$ cat src/rtl/reg_file_mp.sv
// Multi-read-port register file with one write port, optional zero register and a clear sweep.
// Optional same-cycle write-to-read forwarding is enabled by defining REG_FILE_MP_BYPASS_EN.
module reg_file_mp #(
    parameter int unsigned DATA_WIDTH = 32,
    parameter int unsigned ADDR_WIDTH = 5,
    parameter int unsigned NUM_RD     = 2,
    parameter int unsigned ZERO_REG   = 1
) (
    input  logic                         clk,
    input  logic                         rst,
    input  logic                         clr_i,
    input  logic                         wena_i,
    input  logic [ADDR_WIDTH-1:0]        waddr_i,
    input  logic [DATA_WIDTH-1:0]        wdata_i,
    input  logic [NUM_RD*ADDR_WIDTH-1:0] raddr_i,
    output logic [NUM_RD*DATA_WIDTH-1:0] rdata_o,
    output logic                         busy_o,
    output logic                         wr_drop_o
);

    localparam int unsigned DEPTH = 2 ** ADDR_WIDTH;

    localparam logic [0:0] StIdle  = 1'b0;
    localparam logic [0:0] StClear = 1'b1;

    localparam logic [ADDR_WIDTH-1:0] LastIdx = '1;

    logic [0:0]            state_q, state_d;
    logic [ADDR_WIDTH-1:0] cnt_q, cnt_d;
    logic                  wr_drop_q, wr_drop_d;
    logic [DATA_WIDTH-1:0] mem_q [DEPTH];

    logic wr_accept;
    logic wr_store;
    logic clr_we;
    logic zero_waddr;

    assign zero_waddr = (ZERO_REG != 0) && (waddr_i == '0);
    assign busy_o     = (state_q == StClear);
    assign wr_drop_o  = wr_drop_q;

    always_comb begin
        state_d   = state_q;
        cnt_d     = cnt_q;
        clr_we    = 1'b0;
        wr_accept = wena_i && (state_q == StIdle) && !clr_i && !rst;
        // Writes to a hard-wired zero entry are accepted but never stored.
        wr_store  = wr_accept && !zero_waddr;
        wr_drop_d = wena_i && !wr_accept;
        if (clr_i) begin
            state_d = StClear;
            cnt_d   = '0;
        end else if (state_q == StClear) begin
            clr_we = 1'b1;
            cnt_d  = cnt_q + ADDR_WIDTH'(1);
            if (cnt_q == LastIdx) begin
                state_d = StIdle;
            end
        end
    end

    always_ff @(posedge clk) begin
        if (rst) begin
            state_q   <= StClear;
            cnt_q     <= '0;
            wr_drop_q <= 1'b0;
        end else begin
            state_q   <= state_d;
            cnt_q     <= cnt_d;
            wr_drop_q <= wr_drop_d;
        end
    end

    // The array itself is not reset; the sweep zeroes it one entry per cycle.
    always_ff @(posedge clk) begin
        if (!rst) begin
            if (clr_we) begin
                mem_q[cnt_q] <= '0;
            end else if (wr_store) begin
                mem_q[waddr_i] <= wdata_i;
            end
        end
    end

    for (genvar i = 0; i < NUM_RD; i++) begin : g_rd
        logic [ADDR_WIDTH-1:0] ra;
        logic                  fwd_hit;
        logic [DATA_WIDTH-1:0] rd;

        assign ra = raddr_i[i*ADDR_WIDTH +: ADDR_WIDTH];

`ifdef REG_FILE_MP_BYPASS_EN
        assign fwd_hit = wr_store && (ra == waddr_i);
`else
        assign fwd_hit = 1'b0;
`endif

        always_comb begin
            if (busy_o) begin
                rd = '0;
            end else if ((ZERO_REG != 0) && (ra == '0)) begin
                rd = '0;
            end else if (fwd_hit) begin
                rd = wdata_i;
            end else begin
                rd = mem_q[ra];
            end
        end

        assign rdata_o[i*DATA_WIDTH +: DATA_WIDTH] = rd;
    end

endmodule

$ cat config.mk
export PLATFORM = sky130hd
export DESIGN_NAME = reg_file_mp
export DESIGN_NICKNAME = d
export VERILOG_FILES = /design/src/rtl/reg_file_mp.sv
export SDC_FILE = /design/constraint.sdc
export NUM_CORES = 1
export LEC_CHECK = 0
export CAP_MARGIN = 15
export CORE_MARGIN = 2
export CORE_UTILIZATION = 35
export CTS_CLUSTER_DIAMETER = 60
export CTS_CLUSTER_SIZE = 25
export DETAILED_ROUTE_END_ITERATION = 10
export GPL_TIMING_DRIVEN = 0
export PLACE_DENSITY = 0.51
export SYNTH_ARGS = -nofsm -noshare
export SYNTH_HDL_FRONTEND = slang
export SYNTH_SLANG_ARGS = --single-unit
$ cat constraint.sdc
create_clock -name clk -period 12.1 [get_ports clk]
set_input_delay 2.42 -clock clk [delete_from_list [all_inputs] [get_ports clk]]
set_output_delay 2.42 -clock clk [all_outputs]
set_load 0.02 [all_outputs]
==> results of run 1 <==
area by class of cell:
class	count	area, um^2
buffer	239	1110
timing repair buffer	210	2830
sequential	1001	30000
clock buffer	94	2350
multi-input combinational	1625	15900
inverter	8	30.0
tap	1768	2210
fill	11834	77500
clock inverter	78	1050
layer usage:
layer	up-vias	wire length [um]
li1	12591	-
met1	16238	71700
met2	1783	81200
met3	323	16000
met4	4	7320
met5	-	27
Yosys cell counts, types with 2 or more instances:
library cell  number  share of area [%]
a211oi_1           3              0.048
a21oi_1           11               0.12
a221oi_1          62                1.2
a22oi_1          187                3.0
a31oi_1            2              0.027
a32o_1             2              0.043
a41oi_2            2              0.070
and2_0             2              0.027
and2_1            33               0.44
and4_1             3              0.056
buf_1             12              0.096
buf_2             99                1.1
buf_4             19               0.31
buf_6              2              0.048
clkbuf_1         107               0.86
dfxtp_1            7               0.30
edfxtp_1         994                 64
ha_1               2              0.054
inv_1              8              0.064
mux2i_1          565                 12
mux4_2           198                9.5
nand2_1          130                1.0
nand2b_1           3              0.040
nand3_1            6              0.064
nand3b_1           5              0.080
nand4_1           65               0.87
nor2_1            28               0.22
nor2b_1            8               0.11
nor3_1             9              0.096
nor3_2             2              0.043
nor4_1             2              0.027
nor4b_2            4               0.13
o21ai_0           62               0.66
o21ai_1            4              0.043
o221ai_1           2              0.037
o22ai_1          188                2.5
o2bb2ai_1          2              0.037
o32ai_1            2              0.037
or2_2              2              0.027
or3_1              2              0.027
or3b_2             3              0.056
xnor2_1            2              0.037
sequential cells by signal, indices dropped and copies added (netlist names):
register   count
busy_o         1
cnt_q          5
wr_drop_o      1
mem_q        994
critical path, cell delays in order:
cell and delay [ns]:
clkdlybuf4s50_1 0.78, nor2b_1 1.04, and2_0 0.23, buf_1 0.38
clkbuf_1 0.70, a22oi_1 0.49, nand4_1 0.26, clkdlybuf4s50_1 0.63
metrics by stage:
step / instances / hold WS [ns] / setup WS (ns) / instance area (um^2) / total power [W]
floorplan: 2873 / 0.532 / 5.11 / 46700 / 0.00404
global placement: 4754 / 0.575 / 0.0477 / 50100 / 0.00418
detailed placement: 4832 / 0.584 / 2.91 / 51600 / 0.00419
CTS: 5004 / 0.596 / 2.90 / 55000 / 0.00742
global route: 5023 / 0.630 / 2.80 / 55400 / 0.00756
finish: 5023 / 0.591 / 2.72 / 55400 / 0.00740
worst max path at each step:
stage	endpoint	slack [ns]	cells after the start	start
after global routing	rdata_o[61]	2.80	9	raddr_i[5]
after CTS	rdata_o[43]	2.90	8	raddr_i[9]
final	rdata_o[43]	2.72	8	raddr_i[9]
after global placement	mem_q[19][5]	0.05	6	clr_i
after detailed placement	rdata_o[43]	2.91	8	raddr_i[9]
after floorplan	mem_q[19][0]	5.11	5	clr_i
cells by family (layout without fill, tap and decap cells):
group	count (synthesis)	count (layout)	synth area share, %
AO/OA/AOI/OAI	538	538	8.04
multiplexers	765	765	21.7
buffers and inverters	247	629	2.43
flip-flops	1001	1001	64.2
AND/OR/NAND/NOR	317	317	3.55
XOR/XNOR	3	3	0.0562
adder cells (fa/ha/maj)	2	2	0.0535
power groups by stage:
stage	Combinational (W)	Clock, W	Sequential, W
6_report	0.000370	0.00328	0.00375
4_1_cts	0.000362	0.00330	0.00375
3_3_place_gp	0.000354	0	0.00383
3_5_place_dp	0.000361	0	0.00383
5_1_grt	0.000377	0.00343	0.00375
2_1_floorplan	0.000206	0	0.00383
==> impl_metrics.py, run 1 <==
metrics = {
    "power": {
        "clockPowerShare_pct": 44.3,
        "p_leak_nw": 20.2,
        "p_sw_w": 0.00181,
        "cellPowerDensity_nw_per_um2": 133,
        "power.share.sequential_pct": 50.7,
        "irDropWorstVdd_v": 0.0000971,
        "power_frac_comb_pct": 5.0,
        "internal-power_w": 0.00559,
        "sw_frac_of_total_pct": 24.5,
    },
    "logic_synthesis": {
        "ys_ff_latch": 1001,
        "ys_seq_area_share_pct": 64.2,
        "synthDistinctLibCells": 64,
        "async_flop_share_pct": 0,
        "synth_enable_flop_cells": 994,
        "netlist_instances": 2873,
        "ys_warn_count": 0,
        "synth_area_um2": 46700,
        "syn-num-nets": 2926,
        "syn_area_per_cell_um2": 16.3,
        "yosys_most_used_dff": "edfxtp_1",
    },
    "setup_path": {
        "rrSetupSlack_ns": 8.51,
        "path_class": "in -> out",
        "cp_data_required_time_ns": 9.68,
        "r2r_end": "mem_q[9][8]",
        "cp-start-kind": "input port",
        "critPathCaptureType": "primary output",
        "cp_data_arrival_time_ns": 6.96,
        "worst-r2r-cell-count": 6,
        "r2r_start": "busy_o",
        "path_max_fanout": 10,
    },
    "global_route": {
        "antenna_found_initial": 4,
        "use_met2_pct": 40.3,
        "grtUsageTotal_pct": 25.3,
        "grt-busiest-layer": "met2",
        "grt_pass1_wl_mm": 241,
        "grt_start_max_net_pins": 33,
        "grt_pass1_vias": 30682,
        "overflow": 0,
        "met3_usage_pct": 5.00,
        "grtUsageMet1_pct": 34.5,
    },
    "floorplan": {
        "die_w_um": 369,
        "io_pins": 117,
        "dieHeight_um": 369,
        "initial_utilization_pct": 35.2,
        "die-area_um2": 136000,
        "core_area_um2": 133000,
        "rows": 134,
    },
    "clocking": {
        "path_clk_slew_ns": 0.08,
        "cts_buffer_depth": 3,
        "cts_root_buffer": "clkbuf_16",
        "tritoncts": "yes",
        "cts_setup_buffers": 0,
        "cts_hold_buffers": 0,
        "clkLatencyLatePin_ns": 0.71,
        "cts_resized": 0,
        "htreeDepth": 3,
        "cts_made_buffers": 92,
        "cts.sink_count": 1001,
    },
    "sta": {
        "slew_headroom_pct": 16.2,
        "worst_pin_slew_ns": 1.25,
        "timing.fmax_ghz": 0.107,
        "skew_ns": 0.0269,
        "setup_violations": 0,
        "fin_setup_tns_ns": 0,
        "fin_crit_ns": 9.38,
        "hold_viol": 0,
        "finalCritPeriodShare_pct": 77.5,
        "slew_viol_final": 0,
        "rsz0062_at_grt": "no",
    },
    "final_layout": {
        "antennaDiodeCount": 0,
        "mostFrequentLayoutCell": "edfxtp_1",
        "drive_gt1_share_pct": 19.5,
        "final_nets": 3230,
        "fin_util_pct": 41.7,
        "area_growth_pct": 18.6,
        "layout_common_cells": "994 x edfxtp_1, 565 x mux2i_1, 198 x mux4_2, 188 x o22ai_1, 187 x a22oi_1",
    },
    "drt": {
        "drc": 0,
        "vias_per_cell": 6.16,
        "routed_wl_mm": 176,
        "avgRoutedWirePerCell_um": 35.1,
        "drtIter0Drc": 4282,
        "vias": 30939,
        "dr.pass1.iters": 5,
        "final_antenna_net_count": 0,
    },
    "job": {
        "maxCapViolCount": 0,
    },
    "worst_hold_path": {
        "holdPathStages": 2,
        "worst_hold_path.endpoint": "cnt_q[0]",
        "worstHoldPathType": "reg -> reg",
        "hp-start": "cnt_q[0]",
    },
    "placed_design": {
        "gp_congestion": 0.897,
        "io_buffers": 113,
        "dp_hpwl_mm": 128,
    },
    "run_status": {
        "run_status": "finished, final reports clean",
    },
}
Note: power is estimated with default switching activity, not from simulation.
==> run 2, diff against run 1 <==
- clock period: 12.1 -> 9.7 ns (I/O delays scaled with it)
==> results of run 2 <==
Same layout as run 1 (identical final DEF). Status: finished, final reports clean.
Main changes from that run: setup slack after placement 2.91 ns -> 1.47 ns; setup slack after layout 2.72 ns -> 1.28 ns; register-to-register setup slack 8.51 ns -> 6.11 ns; total power 0.00740 W -> 0.00926 W; worst IR drop on VDD 0.0000971 V -> 0.000121 V
